[src/rtl/mac_window_accumulator_pkg.sv]
// Shared parameters and types for the MAC datapath and its window accumulator.
//   DATA_WIDTH     : operand width feeding the multiply-accumulate stage
//   DATA_OUT_WIDTH : registered result width of the MAC stage
//   WINDOW_LEN     : default number of samples summed per window
//   ACC_WIDTH      : window sum width, sized so a full window cannot overflow
//   acc_t          : window sum type
//   q_state_t      : occupancy of the two-entry result queue
package params;

    localparam int DATA_WIDTH     = 8;
    localparam int DATA_OUT_WIDTH = 16;
    localparam int WINDOW_LEN     = 8;
    localparam int ACC_WIDTH      = DATA_OUT_WIDTH + $clog2(WINDOW_LEN);

    typedef logic [ACC_WIDTH-1:0] acc_t;

    typedef enum logic [1:0] {
        EMPTY = 2'd0,
        ONE   = 2'd1,
        TWO   = 2'd2
    } q_state_t;

endpackage

[src/rtl/mac_window_accumulator_result_skid_buffer.sv]
// result_skid_buffer: two-entry queue holding completed window sums.
// The producer cannot be stalled, so a push into a full queue without a
// simultaneous pop drops the new sum and sets a sticky overrun flag.
//   clk, reset  : clock, asynchronous active-high reset
//   push        : a window sum is offered this cycle
//   push_data   : the offered window sum
//   out_ready   : consumer accepts the head this cycle
//   out_valid   : head entry is valid (registered)
//   out_sum     : head entry (registered, stable while stalled)
//   overrun     : sticky, a sum was dropped
module result_skid_buffer
    import params::*;
#(
    parameter int ACC_WIDTH = params::ACC_WIDTH
) (
    input  logic                 clk,
    input  logic                 reset,
    input  logic                 push,
    input  logic [ACC_WIDTH-1:0] push_data,
    input  logic                 out_ready,
    output logic                 out_valid,
    output logic [ACC_WIDTH-1:0] out_sum,
    output logic                 overrun
);

    q_state_t               state, state_n;
    logic [ACC_WIDTH-1:0]   head, head_n;
    logic [ACC_WIDTH-1:0]   pend, pend_n;
    logic                   ovr, ovr_n;
    logic                   valid_r;
    logic                   pop;

    assign pop = valid_r & out_ready;

    always_ff @(posedge clk or posedge reset) begin
        if (reset) begin
            state   <= EMPTY;
            head    <= '0;
            pend    <= '0;
            ovr     <= 1'b0;
            valid_r <= 1'b0;
        end else begin
            state   <= state_n;
            head    <= head_n;
            pend    <= pend_n;
            ovr     <= ovr_n;
            // Separate flop so out_valid never passes through decode logic.
            valid_r <= (state_n != EMPTY);
        end
    end

    always_comb begin
        state_n = state;
        head_n  = head;
        pend_n  = pend;
        ovr_n   = ovr;
        case (state)
            EMPTY: begin
                if (push) begin
                    state_n = ONE;
                    head_n  = push_data;
                end
            end
            ONE: begin
                if (push && pop) begin
                    head_n = push_data;
                end else if (push) begin
                    state_n = TWO;
                    pend_n  = push_data;
                end else if (pop) begin
                    state_n = EMPTY;
                end
            end
            TWO: begin
                if (push && pop) begin
                    head_n = pend;
                    pend_n = push_data;
                end else if (pop) begin
                    state_n = ONE;
                    head_n  = pend;
                end else if (push) begin
                    // Full and not draining: the new sum is lost.
                    ovr_n = 1'b1;
                end
            end
            default: begin
                state_n = EMPTY;
            end
        endcase
    end

    assign out_valid = valid_r;
    assign out_sum   = head;
    assign overrun   = ovr;

endmodule

[src/rtl/mac_window_accumulator.sv]
// mac_window_accumulator: sums fixed windows of WINDOW consecutive valid
// samples from the MAC stage and presents each sum on a valid/ready port
// backed by a two-entry queue.
//   clk, reset : clock, asynchronous active-high reset
//   in_valid   : in_data carries a sample this cycle
//   in_data    : unsigned sample from the MAC stage
//   clear      : synchronous window restart (discards that cycle's sample)
//   out_ready  : consumer accepts out_sum this cycle
//   out_valid  : out_sum holds a completed window sum
//   out_sum    : unsigned window sum
//   overrun    : sticky, a window sum was dropped
module mac_window_accumulator
    import params::*;
#(
    parameter int WINDOW    = params::WINDOW_LEN,
    parameter int ACC_WIDTH = params::ACC_WIDTH
) (
    input  logic                       clk,
    input  logic                       reset,
    input  logic                       in_valid,
    input  logic [DATA_OUT_WIDTH-1:0]  in_data,
    input  logic                       clear,
    input  logic                       out_ready,
    output logic                       out_valid,
    output logic [ACC_WIDTH-1:0]       out_sum,
    output logic                       overrun
);

    localparam int CNT_W = (WINDOW > 2) ? $clog2(WINDOW) : 1;
    localparam logic [CNT_W-1:0] CNT_LAST = CNT_W'(WINDOW - 1);

    // Unsigned widening add; ACC_WIDTH covers a full window so no wrap occurs.
    function automatic logic [ACC_WIDTH-1:0] add_sample(
        input logic [ACC_WIDTH-1:0]      a,
        input logic [DATA_OUT_WIDTH-1:0] d
    );
        return a + ACC_WIDTH'(d);
    endfunction

    logic [ACC_WIDTH-1:0] acc;
    logic [CNT_W-1:0]     cnt;
    logic [ACC_WIDTH-1:0] sum_next;
    logic                 accept;
    logic                 last;
    logic                 push;

    assign accept   = in_valid & ~clear;
    assign last     = (cnt == CNT_LAST);
    assign push     = accept & last;
    assign sum_next = add_sample(acc, in_data);

    always_ff @(posedge clk or posedge reset) begin
        if (reset) begin
            acc <= '0;
            cnt <= '0;
        end else if (clear) begin
            acc <= '0;
            cnt <= '0;
        end else if (accept) begin
            if (last) begin
                acc <= '0;
                cnt <= '0;
            end else begin
                acc <= sum_next;
                cnt <= cnt + CNT_W'(1);
            end
        end
    end

    result_skid_buffer #(
        .ACC_WIDTH (ACC_WIDTH)
    ) u_queue (
        .clk       (clk),
        .reset     (reset),
        .push      (push),
        .push_data (sum_next),
        .out_ready (out_ready),
        .out_valid (out_valid),
        .out_sum   (out_sum),
        .overrun   (overrun)
    );

endmodule
[config.mk]
export PLATFORM = sky130hd
export DESIGN_NAME = mac_window_accumulator
export DESIGN_NICKNAME = d
export VERILOG_FILES = /design/src/rtl/mac_window_accumulator_pkg.sv /design/src/rtl/mac_window_accumulator_result_skid_buffer.sv /design/src/rtl/mac_window_accumulator.sv
export SDC_FILE = /design/constraint.sdc
export NUM_CORES = 1
export LEC_CHECK = 0
export CELL_PAD_IN_SITES_DETAIL_PLACEMENT = 1
export CELL_PAD_IN_SITES_GLOBAL_PLACEMENT = 2
export CORE_UTILIZATION = 33
export CTS_BUF_LIST = sky130_fd_sc_hd__clkbuf_4 sky130_fd_sc_hd__clkbuf_8
export DETAILED_ROUTE_END_ITERATION = 10
export PLACE_DENSITY_LB_ADDON = 0.05
export SLEW_MARGIN = 20
export SYNTH_ARGS = -nofsm -noshare
export SYNTH_HDL_FRONTEND = slang
export SYNTH_SLANG_ARGS = --single-unit
export TNS_END_PERCENT = 1
[constraint.sdc]
create_clock -name clk -period 2.3 [get_ports clk]
set_input_delay 0.345 -clock clk [delete_from_list [all_inputs] [get_ports clk]]
set_output_delay 0.345 -clock clk [all_outputs]
set_load 0.01 [all_outputs]
---- Yosys cells after proc, flatten, opt, wreduce, memory -nomap -nowiden ----
Cells that the tools add are included.
storage, ports and cells
  bits in latches ......................... 0
  memories kept ........................... 0
  memory bits (read-only) ................. 0
  output and inout port bits .............. 21
  memory bits (writable) .................. 0
  register bits after elaboration ......... 64
  word-level logic and storage cells ...... 53
operators by class
  multiply operators ...................... 0
  bitwise gates (word level) .............. 6
  reductions and logical operators ........ 9
  equal/unequal tests ..................... 9
  div/mod/pow operators ................... 0
  magnitude comparators ................... 0
  multiplexer cells ....................... 20
  shifts and indexed selects .............. 0
  add/sub/neg operators ................... 2
operator list
  operator                                               count
  two-way mux 19 bit                                     8
  case mux 19 bit (3 select lines)                       1
  case mux 19 bit (2 select lines)                       1
  adder 19 x 16 -> 19 bit                                1
  two-way mux 2 bit                                      6
  AND reduction 4 bit                                    3
  two-way mux 3 bit                                      3
  inequality test 2 x 1 -> 1 bit, second input constant  4
  case mux 2 bit (3 select lines)                        1
  nonzero test 2 bit                                     3
  adder 3 x 1 -> 3 bit, second input constant            1
  bitwise AND 1 bit                                      3
  equality test 3 bit, second input constant             1
  inequality test 3 x 1 -> 1 bit, second input constant  1
  NOT 1 bit                                              3
  nonzero test 3 bit                                     1
  equality test 2 x 1 -> 1 bit, second input constant    1
  equality test 2 bit, second input constant             1
  logical NOT 2 bit                                      1
  inequality test 2 bit, second input constant           1
  logical AND 1 bit                                      1

---- Depth between registers and ports, before layout ----
  depth in word-level cells ............... 7
  depth in mapped cells ................... 10
  gate-level depth less buffers ........... 10

---- Hierarchy ----
A second synthesis with hierarchy kept.
second synthesis, totals
  cell total of the unflattened synthesis .. 310
  area total of the unflattened synthesis .. 3,813.7 um^2
modules (own cells, without submodules)
  module                  cells each  area each (um^2)  times used
  result_skid_buffer      123         1,953.1           1
  mac_window_accumulator  187         1,860.5           1

---- Worst setup path after synthesis ----
OpenSTA, ideal clock, no wires.
  path kind ............................... input to register
  from .................................... input in_data[0]
  to ...................................... register u_queue.head[18] (netlist: u_queue.out_sum[18])
  path buffers ............................ 0
  data required time ...................... 2.164 ns
  stages on the path ...................... 10
  arrival ................................. 2.111 ns
  setup time .............................. 0.136 ns
  setup slack ............................. 0.054 ns
  path through ............................ ha_1 inv_1 fa_1 nand2b_1 a21o_1 a21oi_4 a311oi_4 o21ai_4 mux2i_1 a21oi_1
between the ends
  word-level cells in the longest chain between the ends .. 3
RTL lines
  what                                          line                                                                                              text
  from (decl)                                   mac_window_accumulator.sv:21                                                                      input logic [DATA_OUT_WIDTH-1:0] in_data,
  adder 19 x 16 -> 19 bit *                     mac_window_accumulator.sv:37                                                                      return a + ACC_WIDTH'(d);
  two-way mux 19 bit, on equally long branches  mac_window_accumulator_result_skid_buffer.sv:65, mac_window_accumulator_result_skid_buffer.sv:59
  case mux 19 bit (3 select lines) *            mac_window_accumulator_result_skid_buffer.sv:57                                                   case (state)
  to (signal assigned)                          mac_window_accumulator_result_skid_buffer.sv:44                                                   head <= head_n;
  to (decl)                                     mac_window_accumulator_result_skid_buffer.sv:27                                                   logic [ACC_WIDTH-1:0] head, head_n;
Every way passes the cells marked *; elsewhere a longest branch is shown, timed or not. The select of a mux whose other input is x is not followed.
A chain may end at the register's enable or synchronous reset.

---- Final worst setup path ----
  from .................................... register acc[0]
  to ...................................... register u_queue.head[18] (netlist: u_queue.out_sum[18])
between the ends
  word-level cells in the longest chain between the ends .. 3
RTL lines
  what                                          line                                                                                              text
  from (decl)                                   mac_window_accumulator.sv:40                                                                      logic [ACC_WIDTH-1:0] acc;
  from (signal assigned)                        mac_window_accumulator.sv:64                                                                      acc <= sum_next;
  adder 19 x 16 -> 19 bit *                     mac_window_accumulator.sv:37
  two-way mux 19 bit, on equally long branches  mac_window_accumulator_result_skid_buffer.sv:65, mac_window_accumulator_result_skid_buffer.sv:59
  case mux 19 bit (3 select lines) *            mac_window_accumulator_result_skid_buffer.sv:57
Marks and branches as above.

==> results_dict.tcl <==
set metrics [dict create \
    skew_ns 0.0121 \
    cp_num_buf_inv 1 \
    finalCritPeriodShare_pct 101 \
    cp_slowest_stage_delay_ns 0.35 \
    violations "setup timing" \
    clock_sinks 64 \
    grt_usage_pct 19.8 \
    clockRootBuffer "clkbuf_8" \
    numCtsBuffers 9 \
    synth_edf_count 0 \
    setup_ws_ns -0.0185 \
    ys_ff_latch 64 \
    io_pins 42 \
    synth_compound_gate_area_share_pct 21.5 \
    critPathSlowestCell "dfrtp_1" \
    synth_xor_area_share_pct 3.88 \
    cts_tree "done" \
    finalSetupViolCount 2 \
    synth-main-ff-cell "dfrtp_1" \
    synth_seq_area_share_pct 44.3 \
    regArea_um2 1600 \
    clock_latency_ns 0.35 \
    worst_setup_path_end_kind "flip-flop" \
    multi_input_area_um2 1990 \
    syn-num-nets 412 \
    cts_hold_buf 0 \
    clock.fmax_ghz 0.431 \
    total_power_uw 3740 \
    rows 37 \
    wl_per_cell_um 16.8 \
    ir_drop_uv 337 \
    async_flop_share_pct 100 \
    die_area_um2 11400 \
    rsz0062_at_grt "true" \
    clk_pin_slew_ns 0.09 \
    synth_top_family_by_area "compound AO/OA/AOI/OAI gates" \
    arrival_ns 2.55 \
    drive_gt1_share_pct 23.8 \
    finalNetCount 514 \
    hpwl_um 7500 \
    path_cells "ha_2 -> inv_2 -> fa_2 -> nand2b_4 -> a21o_1 -> a21oi_4 -> a311oi_4 -> o21ai_4 -> mux2i_2 -> a21oi_1" \
    grt_pass1_wl_um 17300 \
    grt_pass1_vias 3364 \
    hold_viol_final 0 \
    synth_area_per_cell_um2 9.71 \
    syn2layout_area_growth_pct 37.7 \
    overflow 0 \
    vias_per_cell 5.17 \
    drc 0 \
    synth-adder-area-share_pct 6.79 \
    hold_path.class "input pin to asynchronous set/reset pin" \
    dr_total_vias 3179 \
    crit_type "flip-flop to flip-flop" \
    slew_headroom_pct 66.1 \
    core-area_um2 10500 \
    drv_cap 0 \
    place.gp.congestion 0.785 \
    die_y_um 107 \
    clockBufferDepth 2 \
    synth_area_um2 3610 \
    mostFrequentLayoutCells "buf_4 (66), dfrtp_1 (64), nand2_1 (52)" \
    crit_required_ns 2.53 \
    diodes 0 \
    grt_max_degree 65 \
    period_needed_ns 2.32 \
    portBuffers 41 \
    cp_max_fo 7 \
    drv_slew 0 \
    ys_types 57 \
    mostFrequentLayoutCell "buf_4" \
    dr.pass1.iters 4 \
    routed_wl_um 10300 \
    h-tree-depth 3 \
    ant_nets 0 \
    startpoint_type "flip-flop" \
    status "complete, but fails checks" \
    p_leak_uw 0.00228 \
    antenna_found_initial 0 \
    yosysWarningCount 0 \
    critPathTopFamily "compound AO/OA/AOI/OAI gates" \
    start_util_pct 34.5 \
    synth_mux_area_share_pct 4.23 \
    filler_cell_count 1204 \
    p_per_area_nw_per_um2 753 \
    syn_inst 372 \
    hold_slack_ns 0.381 \
    yosys.area_share.simple_pct 16.5 \
    drt-initial-drc-count 103 \
    worst_pin_slew_ns 0.508 \
    die_w_um 107 \
]
[state kept, by name (all words and copies together) (netlist names)]
name and flops:
u_queue.overrun 1, cnt 3, acc 19, u_queue.state 2
u_queue.out_valid 1, u_queue.pend 19, u_queue.out_sum 19
[metal layers]
metal | global-route usage [%] | share of wire, %
met1 | 24.5 | 46
met2 | 35.5 | 51
met3 | 3.04 | 2.0
met4 | 5.38 | 1.1
met5 | 0 | 0
[synth_stat cells (3+ instances only)]
| master | count | area share (%) |
|---|---|---|
| buf_2 | 5 | 0.69 |
| a31oi_1 | 8 | 1.4 |
| dfrtp_1 | 64 | 44 |
| xnor2_1 | 10 | 2.4 |
| nand3_1 | 11 | 1.5 |
| ha_1 | 18 | 6.2 |
| nor3_1 | 5 | 0.69 |
| o21ai_1 | 21 | 2.9 |
| o21ai_0 | 9 | 1.2 |
| o211ai_1 | 5 | 1.0 |
| xor2_1 | 6 | 1.5 |
| o22ai_1 | 7 | 1.2 |
| nand2_1 | 52 | 5.4 |
| mux2_1 | 8 | 2.5 |
| nor2b_1 | 6 | 1.0 |
| nand2b_1 | 6 | 1.0 |
| clkbuf_1 | 12 | 1.2 |
| mux2i_1 | 4 | 1.1 |
| nor2_1 | 23 | 2.4 |
| inv_1 | 5 | 0.52 |
| a21oi_1 | 20 | 2.8 |
| and2_1 | 3 | 0.52 |
| nor3b_1 | 5 | 1.0 |
| a21o_1 | 5 | 1.0 |
| o21a_1 | 4 | 0.83 |
| a22o_1 | 12 | 2.9 |
[through the flow]
stage                     setup WS, ns  cells  util, %  TNS [ns]  area (um2)
after detailed placement        -0.591    593     44.1    -15.06        4610
after global placement          -0.518    593     44.1    -13.12        4610
after global routing            -0.106    615     47.5    -0.569        4970
final                          -0.0185    615     47.5   -0.0322        4970
after CTS                       -0.118    615     47.1    -0.309        4920
after floorplan                 0.0536    372        -         0        3610
[worst min-delay path: stages]
cell and delay, ns:
clkdlybuf4s50_1 0.41, inv_2 0.07, buf_12 0.31
[timing repair]
| action | 4_1_cts | 5_1_grt |
|---|---|---|
| buffers inserted | 6 | 0 |
| resized for setup | 8 | 8 |
| setup endpoints to repair | 22 | 24 |
| pin swaps | 8 | 8 |
[final timing paths]
path / from / endpoint / slack (ns) / cells past startpoint
setup / recovery: acc[0] / u_queue.out_sum[18] / -0.02 / 10
hold / removal: reset / u_queue.out_sum[11] / 0.38 / 3
setup reg to reg: acc[0] / u_queue.out_sum[18] / -0.02 / 10
hold reg to reg: u_queue.overrun / u_queue.overrun / 0.48 / 1
max in group asynchronous: reset / u_queue.pend[14] / 1.62 / 3
min in group clk: u_queue.overrun / u_queue.overrun / 0.48 / 1
[report_power, final]
| part | internal, uW | total, uW | switching, uW |
|---|---|---|---|
| Sequential | 1220 | 1290 | 74.1 |
| Combinational | 593 | 1200 | 603 |
| Clock | 756 | 1250 | 497 |
[layout make-up]
type / instances / area share [%]
clock buffer: 10 / 2.77
multi-input combinational: 285 / 39.9
clock inverter: 6 / 2.31
sequential: 64 / 32.2
inverter: 5 / 0.377
tap: 136 / 3.42
timing repair buffer: 109 / 19.0
[kinds of logic after synthesis]
family | Yosys count
muxes | 14
buffers and inverters | 23
xor gates and xnor gates | 16
and+or+nand+nor | 123
DFF | 64
adders and majority gates | 19
AOI/OAI and AO/OA | 113
No activity file was read; power rests on OpenSTA's default activity.
